File: src/rtl/ppe_pkg.sv
// Shared types for the round-robin scheduler wrapped around the
// 1024-input programmable priority encoder.
package ppe_pkg;
  localparam int WIDTH = 1024;
  localparam int IDX_W = 10;

  typedef logic [IDX_W-1:0] idx_t;

  typedef enum logic [1:0] {
    IDLE,
    LAUNCH,
    WAIT,
    OFFER
  } state_e;
endpackage

File: src/rtl/ppe_pend_vec.sv
// Pending-request vector with set-over-clear priority and an incrementally
// maintained population count.
module ppe_pend_vec #(
  parameter int WIDTH = 1024,
  parameter int IDX_W = 10
) (
  input  logic             clk,
  input  logic             rst,
  input  logic             set_valid_i,
  input  logic [IDX_W-1:0] set_idx_i,
  input  logic             clr_valid_i,
  input  logic [IDX_W-1:0] clr_idx_i,
  output logic [WIDTH-1:0] pend_o,
  output logic [IDX_W:0]   pend_cnt_o
);
  logic [WIDTH-1:0] pend_q, pend_d;
  logic [IDX_W:0]   cnt_q, cnt_d;
  logic             set_new, clr_eff;

  always_comb begin
    // A set to an already pending bit is a no-op; a clear that collides
    // with a set to the same index loses, so the requester stays queued.
    set_new = set_valid_i && !pend_q[set_idx_i];
    clr_eff = clr_valid_i && pend_q[clr_idx_i] &&
              !(set_valid_i && (set_idx_i == clr_idx_i));
    pend_d  = pend_q;
    if (clr_eff)     pend_d[clr_idx_i] = 1'b0;
    if (set_valid_i) pend_d[set_idx_i] = 1'b1;
    cnt_d = cnt_q + (IDX_W+1)'(set_new) - (IDX_W+1)'(clr_eff);
  end

  always_ff @(posedge clk) begin
    if (rst) begin
      pend_q <= '0;
      cnt_q  <= '0;
    end else begin
      pend_q <= pend_d;
      cnt_q  <= cnt_d;
    end
  end

  assign pend_o     = pend_q;
  assign pend_cnt_o = cnt_q;
endmodule

File: src/rtl/ppe_rr_sched.sv
// Round-robin scheduler: snapshots pending requests into the external
// priority encoder, then offers the winner on a valid/ready grant port.
module ppe_rr_sched
  import ppe_pkg::*;
#(
  parameter int WIDTH   = ppe_pkg::WIDTH,
  parameter int IDX_W   = ppe_pkg::IDX_W,
  parameter int PPE_LAT = 2
) (
  input  logic             clk,
  input  logic             rst,
  input  logic             set_valid,
  input  logic [IDX_W-1:0] set_idx,
  output logic [WIDTH-1:0] ppe_req,
  output logic [IDX_W-1:0] ppe_penc,
  input  logic [IDX_W-1:0] ppe_value,
  input  logic [IDX_W-1:0] ppe_value_inc,
  input  logic             ppe_valid,
  output logic             gnt_valid,
  output logic [IDX_W-1:0] gnt_idx,
  input  logic             gnt_ready,
  output logic [IDX_W:0]   pend_cnt
);
  localparam int WCW = (PPE_LAT < 2) ? 1 : $clog2(PPE_LAT + 1);

  state_e           state_q, state_d;
  logic [WIDTH-1:0] req_q, req_d;
  logic [IDX_W-1:0] penc_q, penc_d;
  logic [IDX_W-1:0] nxt_ptr_q, nxt_ptr_d;
  logic [IDX_W-1:0] gnt_idx_q, gnt_idx_d;
  logic             gnt_valid_q, gnt_valid_d;
  logic [WCW-1:0]   wait_q, wait_d;
  logic [WIDTH-1:0] pend;
  logic             hs;

  assign hs = (state_q == OFFER) && gnt_valid_q && gnt_ready;

  ppe_pend_vec #(
    .WIDTH (WIDTH),
    .IDX_W (IDX_W)
  ) u_pend (
    .clk         (clk),
    .rst         (rst),
    .set_valid_i (set_valid),
    .set_idx_i   (set_idx),
    .clr_valid_i (hs),
    .clr_idx_i   (gnt_idx_q),
    .pend_o      (pend),
    .pend_cnt_o  (pend_cnt)
  );

  always_comb begin
    state_d     = state_q;
    req_d       = req_q;
    penc_d      = penc_q;
    nxt_ptr_d   = nxt_ptr_q;
    gnt_idx_d   = gnt_idx_q;
    gnt_valid_d = gnt_valid_q;
    wait_d      = wait_q;
    unique case (state_q)
      IDLE: begin
        if (|pend) state_d = LAUNCH;
      end
      LAUNCH: begin
        // Encoder inputs are frozen from here until the result is sampled.
        req_d   = pend;
        wait_d  = '0;
        state_d = WAIT;
      end
      WAIT: begin
        wait_d = wait_q + WCW'(1);
        if (wait_q == WCW'(PPE_LAT - 1)) begin
          if (ppe_valid) begin
            gnt_idx_d   = ppe_value;
            nxt_ptr_d   = ppe_value_inc;
            gnt_valid_d = 1'b1;
            state_d     = OFFER;
          end else begin
            state_d = IDLE;
          end
        end
      end
      OFFER: begin
        if (gnt_ready) begin
          gnt_valid_d = 1'b0;
          penc_d      = nxt_ptr_q;
          state_d     = IDLE;
        end
      end
      default: state_d = IDLE;
    endcase
  end

  always_ff @(posedge clk) begin
    if (rst) begin
      state_q     <= IDLE;
      req_q       <= '0;
      penc_q      <= '0;
      nxt_ptr_q   <= '0;
      gnt_idx_q   <= '0;
      gnt_valid_q <= 1'b0;
      wait_q      <= '0;
    end else begin
      state_q     <= state_d;
      req_q       <= req_d;
      penc_q      <= penc_d;
      nxt_ptr_q   <= nxt_ptr_d;
      gnt_idx_q   <= gnt_idx_d;
      gnt_valid_q <= gnt_valid_d;
      wait_q      <= wait_d;
    end
  end

  assign ppe_req   = req_q;
  assign ppe_penc  = penc_q;
  assign gnt_valid = gnt_valid_q;
  assign gnt_idx   = gnt_idx_q;
endmodule

File: config.mk
export PLATFORM = sky130hd
export DESIGN_NAME = ppe_rr_sched
export DESIGN_NICKNAME = d
export VERILOG_FILES = /design/src/rtl/ppe_pkg.sv /design/src/rtl/ppe_pend_vec.sv /design/src/rtl/ppe_rr_sched.sv
export SDC_FILE = /design/constraint.sdc
export NUM_CORES = 2
export LEC_CHECK = 0
export BUFFER_PORTS_ARGS = -buffer_cell sky130_fd_sc_hd__clkbuf_2
export CAP_MARGIN = 25
export CORE_MARGIN = 3
export CORE_UTILIZATION = 35
export DETAILED_ROUTE_END_ITERATION = 8
export MAX_ROUTING_LAYER = met4
export PLACE_DENSITY = 0.61
export SETUP_SLACK_MARGIN = 0.15
export SLEW_MARGIN = 10
export SYNTH_ARGS = -nofsm -noshare
export SYNTH_HDL_FRONTEND = slang
export SYNTH_SLANG_ARGS = --single-unit
File: constraint.sdc
create_clock -name clk -period 6.4 [get_ports clk]
set_input_delay 0.64 -clock clk [delete_from_list [all_inputs] [get_ports clk]]
set_output_delay 0.64 -clock clk [all_outputs]
set_load 0.005 [all_outputs]
==> qor.csv <==
metric,value,unit
gp_congestion,0.990,
crit_top_cell,o21ai_0,
min_from,ppe_value[1],
worst_slew_pin_slew,1.19,ns
io_pins,1091,
cp.required,7.14,ns
fp.dieArea,286000,µm²
drive_gt1_share,21.0,%
cp.arrival,6.74,ns
finalClockSkew,0.0957,ns
fp.dieW,534,µm
synthArstFlopShare,0,%
fp.dieH,534,µm
syn-cell-area,97700,µm²
drv_cap,0,
syn_avg_cell_area,9.31,µm²
htreeDepth,4,
coreArea,277000,µm²
first_pass_iters,9,
crit_path_end_kind,flop,
overflow,0,
viasPerCell,6.52,
max_stage_delay,0.62,ns
root_buffer,clkbuf_16,
initial_core_util,35.2,%
syn-num-nets,10546,
wl_per_cell,35.6,µm
ys.flop_type,dfxtp_1,
syn2layout_area_growth,19.4,%
path_clk_slew,0.06,ns
pre_cts_ws,-0.267,ns
dr_total_vias,98129,
drv_slew,0,
crit_path_start,gnt_idx[0],
grt_use_met3,11.4,%
rows,193,
min_period,6.00,ns
synth_top_area_share,42.9,%
portBuffers,1090,
hp-class,input port to flop,
drt_iter0_drc,16696,
gr-usage-met2,50.4,%
fmax,0.167,GHz
final_hold_viol_count,0,
dpl.hpwl,362,mm
cts_tree,yes,
fin_nets,11170,
fillers,27079,
detail-route-antenna-nets,0,
setup_violations,0,
grt_util_met1,45.7,%
violations,DRC,
postSynthCellCount,10493,
drc,1,
status,"complete, but fails checks",
ys_ff_latch,2094,
fin_setup_tns,0,ns
yosysSeqAreaShare,42.9,%
p_per_area,267,nW/µm²
grt_pass1_wl,721,mm
crit_chain,or4_4 -> buf_4 -> o22ai_1 -> nor4_1 -> o2111ai_1 -> nand4_1 -> nand2_1 -> nor4_4 -> nor2_1 -> ha_1 -> inv_1 -> ha_1 -> buf_12 -> inv_1 -> fa_1 -> nor2b_1 -> o21ai_0 -> a21boi_0 -> o21ai_0 -> a21boi_0 -> o21ai_0 -> a21o_1 -> a21oi_1 -> nor3b_1,
p_leak,38.5,nW
max-clock-path-buffers,4,
crit_path_top_delay_cell,dfxtp_2,
crit_type,flop to flop,
routed_wl,536,mm
synth-edff-count,0,
setup_slack,0.402,ns
yosys_warnings,0,
rsz0062_at_grt,no,
grt_pass1_vias,85499,
fin_crit_sh,93.7,%
cts_buffers,235,
path_delay_family,simple AND/OR/NAND/NOR gates,
r2r_start,gnt_idx[0],
multi_input_area,52100,µm²
irDropWorstVdd,0.287,mV
grt_max_degree,199,
antenna_found_initial,35,
crit_path_start_kind,flop,
timing.hold.ws,0.0380,ns
yosysTopAreaCell,dfxtp_1,
path_buf_inv,4,
grtUsageTotal,36.3,%
critPathMaxFanout,16,
slew_headroom,19.7,%
clk-insertion-delay-late,0.96,ns
p_total,31.2,mW
synth.distinct_cells,57,
cts.sinks,2094,
top_usage_layer,met2,
regArea,41900,µm²
synthTopCellsByArea,"dfxtp_1 (43%), mux2i_1 (16%), a311oi_1 (9.0%), mux4_2 (6.0%), a21oi_1 (5.5%)",
## path summary, 6_finish.rpt
check | end | slack (ns) | depth (start not counted)
max | u_pend.pend_cnt_o[10] | 0.40 | 24
min | gnt_idx[1] | 0.04 | 3
max reg2reg | u_pend.pend_cnt_o[10] | 0.40 | 24
min reg2reg | ppe_penc[8] | 0.45 | 2
## Yosys cell counts (6+ instances only)
cell type	count
a211oi_1	26
buf_1	134
o22a_1	24
mux2i_1	1538
a221oi_1	6
nor4_2	10
ha_1	17
o22ai_1	202
mux4_2	259
inv_1	23
xnor2_1	14
clkbuf_1	913
a22o_1	6
nand3b_1	12
dfxtp_1	2094
nor2b_1	9
nand2b_1	9
a22oi_1	119
nor2_1	1200
a311oi_1	999
a31oi_1	10
nand2_1	1088
nor4_1	347
o21ai_0	7
o2111ai_1	25
a21oi_1	1065
buf_2	131
nor3_1	9
nand3_1	22
nand4_1	107
## logic make-up after synthesis
family | count (synthesis) | synth area share (%)
AOI/OAI and AO/OA | 2503 | 17.6
and+or+nand+nor | 2861 | 12.6
muxes | 1797 | 21.7
xor gates and xnor gates | 16 | 0.143
adders and majority gates | 18 | 0.238
buffers and inverters | 1204 | 4.80
DFF | 2094 | 42.9
## state kept, by name, indices dropped and copies added, names as in the netlist
signal / count
gnt_idx: 10
gnt_valid: 1
nxt_ptr_q: 10
ppe_penc: 10
ppe_req: 1024
state_q: 2
u_pend.pend_cnt_o: 11
u_pend.pend_o: 1024
wait_q: 2
## layout by cell type, fill, tap and decap left out, drive strengths merged, types with 5 or more instances in the layout
master and count:
dfxtp 2094, mux2i 1538, clkbuf 1419, nor2 1200
nand2 1088, a21oi 1065, a311oi 999, buf 465
nor4 358, mux4 259, o22ai 202, a22oi 119
nand4 107, clkinv 56, diode 39, inv 30
a211oi 26, o2111ai 25, o22a 24, nand3 22
ha 17, bufinv 16, clkinvlp 15, xnor2 14
dlygate4sd3 14, nand3b 12, a31oi 10, nor2b 9
nor3 9, nand2b 9, o21ai 7, a22o 6
a221oi 6, or4b 6, nand4bb 5, or3b 5
a21boi 5, or2 5, and3 5, nor3b 5
## per-layer routing
layer  wire, µm  vias to the layer above
met4      41200                        0
met2     220000                     7955
met5          0                        -
met1     203000                    47576
li1           -                    40676
met3      71800                     1922
## where the power goes
group	internal [mW]	switching [mW]	total (mW)
Sequential	13.1	0.0508	13.1
Clock	8.07	5.97	14.0
Combinational	1.62	2.42	4.05
Total	22.8	8.44	31.2
## through the flow
step	std cells	cell area [µm²]	utilization [%]
3_3_place_gp	14551	108000	39.1
3_5_place_dp	14560	108000	39.1
2_1_floorplan	10493	97700	-
4_1_cts	15000	116000	42.0
5_1_grt	15036	117000	42.1
6_report	15050	117000	42.1
## tightest hold or removal path: stages
cell	delay [ns]
clkbuf_2	0.14
nand2_1	0.08
a21oi_1	0.06
## final cells by class
cell class	instances	share of cell area [%]
Multi-Input combinational cell	7197	44.7
Clock buffer	332	5.85
Timing Repair Buffer	1566	8.50
Sequential cell	2094	35.9
Antenna cell	39	0.0836
Inverter	23	0.0740
Tap cell	3705	3.97
Clock inverter	94	0.913
## what timing repair did
action,in CTS,in global routing
setup endpoints to repair,0,2
setup buffers,0,8
resized for setup,0,9
hold buffers,14,0
hold endpoints to repair,14,0
No activity file was read; power rests on OpenSTA's default activity.
